## src/rtl/multi_alarm_ctrl.sv

```systemverilog
// multi_alarm_ctrl: multi-channel BCD alarm matcher with one shared ring/snooze FSM,
// ring auto-off, BCD snooze arithmetic with midnight wrap, and clock/alarm display mux.
module multi_alarm_ctrl #(
    parameter  int NUM_ALARMS   = 4,
    parameter  int SNOOZE_MIN   = 5,
    parameter  int MAX_SNOOZE   = 3,
    parameter  int RING_TIMEOUT = 10,
    localparam int CH_W         = NUM_ALARMS > 1 ? $clog2(NUM_ALARMS) : 1
) (
    input  logic                    clk,
    input  logic                    reset_n,
    input  logic                    minute_tick,
    input  logic [15:0]             current_time,
    input  logic [16*NUM_ALARMS-1:0] alarm_time,
    input  logic [NUM_ALARMS-1:0]   alarm_enable,
    input  logic                    do_snooze,
    input  logic                    stop_alarm,
    input  logic                    show_alarm,
    input  logic [CH_W-1:0]         show_sel,
    output logic [15:0]             display,
    output logic                    sound_alarm,
    output logic [CH_W-1:0]         ringing_ch,
    output logic [15:0]             snooze_time,
    output logic [3:0]              snooze_count,
    output logic                    alarm_missed,
    output logic [2:0]              state_out
);
    localparam int RM_W = RING_TIMEOUT > 1 ? $clog2(RING_TIMEOUT + 1) : 1;

    typedef enum logic [2:0] {IDLE, RINGING, SNOOZE_CALC, SNOOZING, ACK} state_t;

    state_t          state, next_state;
    logic [RM_W-1:0] ring_min;
    logic            hit, match, timeout;
    logic [CH_W-1:0] hit_ch;

    function automatic logic [15:0] add_snooze(input logic [15:0] t);
        logic [6:0] h, m;
        h = 7'(t[15:12]) * 7'd10 + 7'(t[11:8]);
        m = 7'(t[7:4]) * 7'd10 + 7'(t[3:0]) + 7'(SNOOZE_MIN);
        if (m >= 7'd60) begin
            m = m - 7'd60;
            h = h + 7'd1;
        end
        if (h >= 7'd24) h = h - 7'd24;
        return {4'(h / 7'd10), 4'(h % 7'd10), 4'(m / 7'd10), 4'(m % 7'd10)};
    endfunction

    assign display = show_alarm && int'(show_sel) < NUM_ALARMS
                     ? alarm_time[16*int'(show_sel) +: 16] : current_time;
    assign state_out = state;

    // descending scan so the lowest matching channel wins
    always_comb begin
        hit    = 1'b0;
        hit_ch = '0;
        for (int i = NUM_ALARMS - 1; i >= 0; i--)
            if (alarm_enable[i] && alarm_time[16*i +: 16] == current_time) begin
                hit    = 1'b1;
                hit_ch = CH_W'(i);
            end
    end

    assign match   = minute_tick && hit;
    assign timeout = RING_TIMEOUT != 0 && minute_tick && ring_min == RM_W'(RING_TIMEOUT - 1);

    always_comb begin
        next_state = state;
        case (state)
            IDLE:        next_state = match ? RINGING : IDLE;
            RINGING:     next_state = stop_alarm ? ACK
                                    : (do_snooze && snooze_count < 4'(MAX_SNOOZE)) ? SNOOZE_CALC
                                    : timeout ? ACK : RINGING;
            SNOOZE_CALC: next_state = SNOOZING;
            SNOOZING:    next_state = stop_alarm ? ACK
                                    : (minute_tick && current_time == snooze_time) ? RINGING : SNOOZING;
            default:     next_state = IDLE;
        endcase
    end

    always_ff @(posedge clk or negedge reset_n) begin
        if (!reset_n) begin
            state        <= IDLE;
            sound_alarm  <= 1'b0;
            alarm_missed <= 1'b0;
            ringing_ch   <= '0;
            ring_min     <= '0;
            snooze_time  <= '0;
            snooze_count <= '0;
        end else begin
            state        <= next_state;
            sound_alarm  <= next_state == RINGING;
            alarm_missed <= match && state != IDLE;
            if (state == IDLE && match) ringing_ch <= hit_ch;
            if (next_state == RINGING && state != RINGING) ring_min <= '0;
            else if (state == RINGING && minute_tick) ring_min <= ring_min + 1'b1;
            if (state == SNOOZE_CALC) begin
                snooze_time  <= add_snooze(current_time);
                snooze_count <= snooze_count + 4'd1;
            end else if (state != IDLE && next_state == IDLE) begin
                snooze_time  <= '0;
                snooze_count <= '0;
            end
        end
    end
endmodule

```

## config.mk

```make
export PLATFORM = sky130hd
export DESIGN_NAME = multi_alarm_ctrl
export DESIGN_NICKNAME = d
export VERILOG_FILES = /design/src/rtl/multi_alarm_ctrl.sv
export SDC_FILE = /design/constraint.sdc
export NUM_CORES = 1
export LEC_CHECK = 0
export CAP_MARGIN = 30
export CORE_MARGIN = 4
export CORE_UTILIZATION = 54
export CTS_CLUSTER_DIAMETER = 200
export CTS_CLUSTER_SIZE = 14
export DETAILED_ROUTE_END_ITERATION = 8
export DONT_BUFFER_PORTS = 1
export PLACE_DENSITY = 0.66
export SLEW_MARGIN = 5
export SYNTH_ARGS = -nofsm -noshare
export SYNTH_HDL_FRONTEND = slang
export SYNTH_SLANG_ARGS = --single-unit
```

## constraint.sdc

```tcl
create_clock -name clk -period 8.7 [get_ports clk]
set_input_delay 1.74 -clock clk [delete_from_list [all_inputs] [get_ports clk]]
set_output_delay 1.74 -clock clk [all_outputs]
set_load 0.03 [all_outputs]
```

Yosys cells after proc, flatten, opt, wreduce, memory -nomap -nowiden

Index checks and enable logic that the tools add are counted.

Input bits: 92
Word-level logic and storage cells: 82
Flip-flop bits (word level): 31
Output and inout port bits: 43

Muxes and demuxes: 28
$lt $le $gt $ge: 3
Shift operators: 1
Reduce and logical (&&, ||, !) cells: 18
Div/mod/pow operators: 4
Eq/ne operators: 11
$add $sub $neg: 8
Multiply operators: 2

Operators by type and width:

| kind                | number |
|---|---|
| $eq 16x16->1        | 5 |
| $shiftx 64x7->16    | 1 |
| $mux 16             | 3 |
| $mux 7              | 6 |
| $mux 4              | 4 |
| $add 7x4->7         | 2 |
| $div 7x4->7 const B | 2 |
| $mod 7x4->7 const B | 2 |
| $logic_and 1x1->1   | 13 |
| $mul 4x3->6 const B | 2 |
| $mux 3              | 4 |
| $pmux 3 s4          | 1 |
| $mux 2              | 5 |
| $add 4x1->4 const B | 2 |
| $add 7x1->7 const B | 1 |
| $add 7x3->7 const B | 1 |
| $ge 7x5->1 const B  | 1 |
| $ge 7x6->1 const B  | 1 |
| $sub 7x5->7 const B | 1 |
| $sub 7x6->7 const B | 1 |
| $eq 3x1->1 const B  | 2 |
| $eq 3x2->1 const B  | 2 |
| $logic_not 3->1     | 2 |
| $mux 1              | 5 |
| other kinds (5)     | 6 |

Depth between registers and ports, before layout

Word-level depth: 13
Mapped depth: 31
Depth with buffers taken out: 27

Worst setup path after synthesis

Ideal clock, no wire load.

Path kind: input -> register
Start: input current_time[2]
End: register snooze_time[10]
Path buffers: 4
Stages: 30
Data required time: 8.604 ns
Path slack: 1.283 ns
Data arrival time: 7.321 ns
Library setup time: 0.096 ns
Cells stage by stage: clkbuf_1 -> inv_1 -> ha_1 -> inv_1 -> fa_1 -> xnor2_1 -> inv_1 -> ha_1 -> nand2_1 -> o21ai_0 -> and4_4 -> buf_6 -> o21ai_1 -> xnor2_1 -> clkinv_1 -> ha_1 -> clkbuf_1 -> clkinv_1 -> and3_1 -> a21bo_1 -> and2_4 -> buf_6 -> mux2i_1 -> nor2_1 -> a21oi_1 -> inv_1 -> ha_1 -> a31o_4 -> or4_4 -> a311oi_2

Word-level cells in the longest chain between the ends: 12
Elaborated cells on any way between the ends: 33
Those cells by class: add/sub: 3; div: 1; order compare: 2; eq/ne: 5; mux: 13; reduce/logical: 9

RTL lines:

| element                                                              | line | source |
|---|---|---|
| start: declaration                                                   | 13   | `input logic [15:0] current_time,` |
| parallel branches: the longest is 12 deep, another holds $add 7x4->7 | -    |  |
| end signal: assignment                                               | 98   | `snooze_time <= add_snooze(current_time);` |
| end: declaration                                                     | 23   | `output logic [15:0] snooze_time,` |

Parallel ways; which one is timed is not known. The select of a mux whose other input is x is not followed.
A chain may end at the register's enable or synchronous reset.

Worst setup path after layout

Start: input current_time[1]
End: register snooze_time[10]

Same word-level chain as after synthesis.

==> out/metrics.cfg <==
[synthesis]
syn_nets = 749
synth-simple-area-share_pct = 21.4
synthFlopType = dfrtp_1
synth_commonest_cells = 63 x xnor2_1, 57 x nand2_1, 47 x nor2_1
synth_top_area_cell = dfrtp_1
post_synth.cell_area_avg_sq_um = 8.16
synthXorXnorAreaFrac_pct = 19.7
ys_async_sr_fraction_pct = 100
synth.most_common_cell = xnor2_1
yosysSeqAreaShare_pct = 15.2
ys_types = 76
synthAdderAreaFrac_pct = 7.92
synth_area_leaders = dfrtp_1 15%, xnor2_1 11%, xor2_1 7.7%
synth_warnings = 0
muxShareOfSynthArea_pct = 11.5
synth_edf_count = 0
synth_top_family_by_area = simple AND/OR/NAND/NOR gates
syn_inst = 627
synth_top_area_share_pct = 15.2
ys_ff_latch = 31
synth_area_sq_um = 5120
synth_compound_area_share_pct = 19.2

[sta]
fin_crit_sh_pct = 84.8
relSlewSlack_pct = 33.1
rsz0062_at_grt = false
finalCriticalPeriod_ps = 7380
setup_tns_ps = 0
slew_violations = 0
holdWs_ps = 555
fin_ws_ps = 1320
fin_skew_ps = 4.76
worst_slew_pin_slew_ps = 993
final_hold_viol_count = 0
max_freq_ghz = 0.135
finalSetupViolations = 0

[critical_path]
startpoint = current_time[1]
max_stage_delay_ps = 540
crit_path_end_kind = flip-flop
r2r_start = snooze_time[3]
worst_ep_required_time_ps = 8890
critPathArrivalTime_ps = 7570
critPathKind = in -> reg
start_kind = input pin
worstPathMaxFanout = 11
cp_slowest_cell = or4_4
cpMostUsedCell = ha_1

[clocking]
cts_resized = 0
cts_tree = built
path_clk_slew_ps = 60
clockRootBuffer = clkbuf_8
cts.sinks = 31
cts-buffers-inserted = 5
cts_max_level = 2
cts_setup_buffers = 0
clk_latency_ps = 280
clk_path_buf_depth = 2
hold_buffers = 0

[finish]
fin_area_sq_um = 5250
nets = 721
synthToLayoutAreaGrowth_pct = 2.64
n_antenna_cell = 0
drive_gt1_share_pct = 10.5

[global_routing]
track_usage_pct = 27.2
grt_max_degree = 32
antenna_found_initial = 0
grt_pass1_wl_microns = 24500
grt-ovfl-total = 0
grt_pass1_vias = 4436

[floorplan]
core_area_sq_um = 9240
rows = 35
die_area_sq_um = 11100
start_util_pct = 55.4
die_x_microns = 105
dieHeight_microns = 105
io_pins = 135

[drt]
vias = 4748
vias_per_cell = 6.51
drcViolationCount = 0
firstDrtPassIters = 5
ant_nets = 0
wl_microns = 15400
wl_per_cell_microns = 21.1
drt_iter0_drc = 351

[placement]
globalplace.congestion = 0.923
place_area_sq_um = 5150
hpwlAfterDp_microns = 12500
place_ws_ps = 1170
io_buffer_count = 0

[status]
status = completed

[min_path]
hold_class = reg -> reg
hold_start = ring_min[3]

[flow_run]
maxCapViolCount = 0

[pwr]
ir_worst_vdd_mv = 0.240
leakage_nw = 2.04
power_density_nw_per_um2 = 261

[registers in the layout (all words and copies together) (netlist names)]
name / flops
alarm_missed: 1
ring_min: 4
ringing_ch: 2
snooze_count: 4
snooze_time: 16
sound_alarm: 1
state_out: 3
[critical path, delay by kind of cell]
| kind | cells | cell delay (ps) |
|---|---|---|
| muxes | 1 | 340 |
| AOI/OAI and AO/OA | 6 | 1150 |
| and+or+nand+nor | 6 | 1350 |
| buffers and inverters | 6 | 830 |
| adders and majority gates | 6 | 1780 |
| xor gates and xnor gates | 2 | 380 |
[cell families (layout without fill, tap and decap cells)]
kind of cell             count (synthesis)  after routing
AND/OR/NAND/NOR                        219            219
AO/OA/AOI/OAI                          135            135
adder cells (fa/ha/maj)                 30             30
XOR/XNOR                               111            111
multiplexers                            36             36
buffers and inverters                   65             38
flip-flops                              31             31
[worst paths after layout]
kind / endpoint / slack (ps) / cells past startpoint
max: snooze_time[10] / 1320 / 27
min: ring_min[3] / 560 / 2
max reg2reg: ring_min[0] / 5620 / 12
min reg2reg: ring_min[3] / 560 / 2
max in group asynchronous: snooze_time[1] / 7470 / 0
min in group asynchronous: snooze_time[14] / 1150 / 0
[layout make-up]
class                   count  area, sq um
clock buffers               7         96.3
inverters                  24         90.1
flip-flops and latches     31          776
multi-input cells         531         4080
clock inverters             1         7.51
fillers                   867         3990
well taps                 129          161
repair buffers              6         45.0
[stage by stage]
stage | instances | total power [W] | utilization, %
global placement | 721 | 0.00122 | 55.7
floorplan | 627 | 0.00107 | -
CTS | 729 | 0.00136 | 56.9
detailed placement | 721 | 0.00123 | 55.7
global route | 729 | 0.00148 | 56.9
finish | 729 | 0.00137 | 56.9
[placed cells by master (no fill, tap or decap), types with 3 or more instances in the layout]
master,count
or2_2,4
and3_1,3
or3_1,5
a22oi_1,4
nor3_1,17
xnor2_1,63
mux2i_1,5
o211ai_1,7
ha_1,26
dfrtp_1,31
mux4_2,16
a211o_1,3
o21ai_0,29
nand3_1,20
a21oi_1,25
mux2_2,13
nor4_1,22
nand2_1,57
a21o_1,4
a32oi_1,3
a311o_1,3
inv_1,22
o211a_1,3
xor2_1,45
a221oi_1,5
nor2_1,47
o311a_1,4
fa_1,4
clkbuf_8,7
nor2b_1,6
buf_4,6
o21a_1,3
nand4_1,14
nand2b_1,5
a211oi_1,12
and2_1,5
or4_1,5
[where the power goes]
| part | switching, W | internal, W | leakage, nW |
|---|---|---|---|
| clock network | 0.0000527 | 0.0000719 | 0.0505 |
| registers | 0.000161 | 0.000189 | 0.401 |
| logic | 0.000506 | 0.000390 | 1.59 |
| total | 0.000719 | 0.000650 | 2.04 |
[metal layers]
metal | vias to the layer above | global-route usage (%) | part of all wire [%]
li1 | 2246 | - | -
met1 | 2244 | 39.0 | 44
met2 | 231 | 40.4 | 44
met3 | 27 | 7.53 | 10
met4 | 0 | 6.84 | 1.9
met5 | - | 0 | 0
Power figures use the tool's default switching activity.
==> RTL edit (same flow settings) <==
Add an input register stage for `alarm_enable`, with the module's reset; this delays it by one clock. The other inputs are not delayed to match.
--- a/src/rtl/multi_alarm_ctrl.sv
+++ b/src/rtl/multi_alarm_ctrl.sv
@@ -29,6 +29,16 @@
 
     typedef enum logic [2:0] {IDLE, RINGING, SNOOZE_CALC, SNOOZING, ACK} state_t;
 
+    logic [NUM_ALARMS-1:0] alarm_enable_q;
+
+    always_ff @(posedge clk or negedge reset_n) begin
+        if (!reset_n) begin
+            alarm_enable_q <= '0;
+        end else begin
+            alarm_enable_q <= alarm_enable;
+        end
+    end
+
     state_t          state, next_state;
     logic [RM_W-1:0] ring_min;
     logic            hit, match, timeout;
@@ -55,7 +65,7 @@
         hit    = 1'b0;
         hit_ch = '0;
         for (int i = NUM_ALARMS - 1; i >= 0; i--)
-            if (alarm_enable[i] && alarm_time[16*i +: 16] == current_time) begin
+            if (alarm_enable_q[i] && alarm_time[16*i +: 16] == current_time) begin
                 hit    = 1'b1;
                 hit_ch = CH_W'(i);
             end
Behaviour: not the same (a bounded check fails within 4 cycles, from zero or initial values and one cycle with reset_n low).
==> RTL edit against the unedited design <==
Total power fell by 5.8%. Sequential cell count grew 4. Cell area fell by 2.7%. Register-to-register slack better by 0.38 ns. Routed wire length decreased by 7.7%. Worst setup slack got worse by 0.65 ns. Synthesized area is 2.5% lower. Sequential power increased by 3%. Critical path type unchanged. Largest cell class unchanged.
==> RTL edit: results <==
[critical_path]
reg2reg_slack_ns = 6.00
arrival_ns = 8.20
worstReg2RegStart = "snooze_time[2]$_DFFE_PN0P_"
rr_worst_depth = 11
reg2reg_to = "ring_min[2]$_DFFE_PN0P_"
critPathMaxFanout = 7

[grt]
grt.overflow.total = 0
grt_max_degree = 36
antenna_found_initial = 0
grt.total_usage = 0.2527
grt_pass1_vias = 4148
grt_pass1_wl_um = 22420

[status]
outcome = "complete, no violations"

[logic_synthesis]
synth_seq_area_share = 0.1755
ys_top_cells_by_count = "xnor2_1, nand2_1, xor2_1, nor2_1, dfrtp_1"
synthesis.nets = 690
synth.area.top_cells = "dfrtp_1, xnor2_1, xor2_1"
ys_types = 87
ys.flop_type = "dfrtp_1"
yosys_warnings = 0
async_flop_share = 1.000

[drt]
dr.pass1.iters = 5
wl_um = 14190
vias = 4261
dr_wl_met2_um = 6908
drt-met1-wl_um = 5824
top_layer = "met4"
drtIter0Drc = 354
wl_met3_um = 1323

[clock_tree]
post_cts_buffers = 0
clk_pin_slew_ns = 0.08
cts_resized = 0
cts_root_buf = "clkbuf_8"
clk_path_buf_depth = 2
clk_latency_ns = 0.28
numCtsBuffers = 5
h-tree-depth = 2

[min_path]
hp-class = "reg2reg"
hold_start = "ring_min[2]$_DFFE_PN0P_"
holdPathEnd = "ring_min[2]$_DFFE_PN0P_"
worst_hold_path.num_cells = 1

[placed_design]
portBuffers = 0
hpwl_um = 11790
dp_slack_ns = 0.4050
gp_congestion = 0.9194

[timing]
relSlewSlack = 0.3313
fin_skew_ns = 0.01050

[power_and_ir_drop]
vdd_drop_max_mv = 0.1535
p_leak_nw = 2.005
p_clk_frac = 0.115
comb-power_mw = 0.784
p_sw_mw = 0.6540

[cells_and_area]
fin_nets = 669
diodes = 0
regMostFlops = "snooze_time"
largest_reg_flops = 16
drive_above_1_share = 0.1496
==> RTL edit: cell families (layout without fill, tap and decap cells) <==
| group | Yosys count | count (layout) | share of synthesized area |
|---|---|---|---|
| AO/OA/AOI/OAI | 117 | 117 | 0.1785 |
| XOR/XNOR | 108 | 108 | 0.1986 |
| adder cells (fa/ha/maj) | 30 | 30 | 0.08124 |
| buffers and inverters | 51 | 31 | 0.04639 |
| flip-flops | 35 | 35 | 0.1755 |
| multiplexers | 34 | 34 | 0.1128 |
| AND/OR/NAND/NOR | 193 | 193 | 0.2069 |
==> RTL edit: layer usage <==
| layer | vias to the layer above | global-route usage |
|---|---|---|
| met5 | - | 0 |
| met3 | 8 | 0.07697 |
| met2 | 166 | 0.4299 |
| met1 | 2068 | 0.3227 |
| met4 | 0 | 0.03894 |
| li1 | 2019 | - |
==> RTL edit: stage by stage <==
step	util	area, sq um	power, mW	std cells	hold slack (ns)
finish	0.5775	5110	1.289	656	0.5266
global route	0.5775	5110	1.388	656	0.5517
CTS	0.5775	5110	1.283	656	0.5219
detailed placement	0.5645	4995	1.132	648	0.5169
global placement	0.5645	4995	1.116	648	0.5053
floorplan	-	4990	0.9991	568	0.4631
==> RTL edit: worst max-delay path by stage <==
stage / startpoint / to / slack (ns) / cells after the start
after floorplan: current_time[2] / snooze_time[10]$_DFFE_PN0P_ / 0.83 / 29
after global placement: current_time[1] / snooze_time[9]$_DFFE_PN0P_ / 0.70 / 28
after detailed placement: current_time[1] / snooze_time[9]$_DFFE_PN0P_ / 0.40 / 28
after CTS: current_time[1] / snooze_time[9]$_DFFE_PN0P_ / 0.68 / 28
after global routing: current_time[1] / snooze_time[9]$_DFFE_PN0P_ / 0.18 / 28
final: current_time[1] / snooze_time[9]$_DFFE_PN0P_ / 0.67 / 28
==> RTL edit: worst max-delay path, stage by stage <==
cell,delay (ns)
ha_1,0.31
ha_1,0.24
fa_1,0.46
xor2_2,0.27
ha_1,0.31
a22oi_2,0.13
nor4_4,0.28
buf_4,0.18
o21ai_0,0.10
xnor2_1,0.44
inv_1,0.12
ha_1,0.27
nor2_1,0.13
mux2i_1,0.14
nor2_2,0.16
mux2_4,0.35
a21o_2,0.19
a22o_2,0.31
nor2b_1,0.16
o31a_2,0.33
inv_1,0.06
ha_1,0.19
o21ai_0,0.12
and2_2,0.22
a2bb2oi_2,0.14
a2111oi_4,0.42
nor4_1,0.10
a2111oi_2,0.29
==> RTL edit: area by class of cell <==
type / count / area, sq um
multi-input cells: 482 / 3882
clock buffers: 5 / 68.82
repair buffers: 4 / 30.03
fillers: 815 / 3739
clock inverters: 3 / 46.29
inverters: 19 / 71.32
flip-flops and latches: 35 / 875.8
well taps: 108 / 135.1
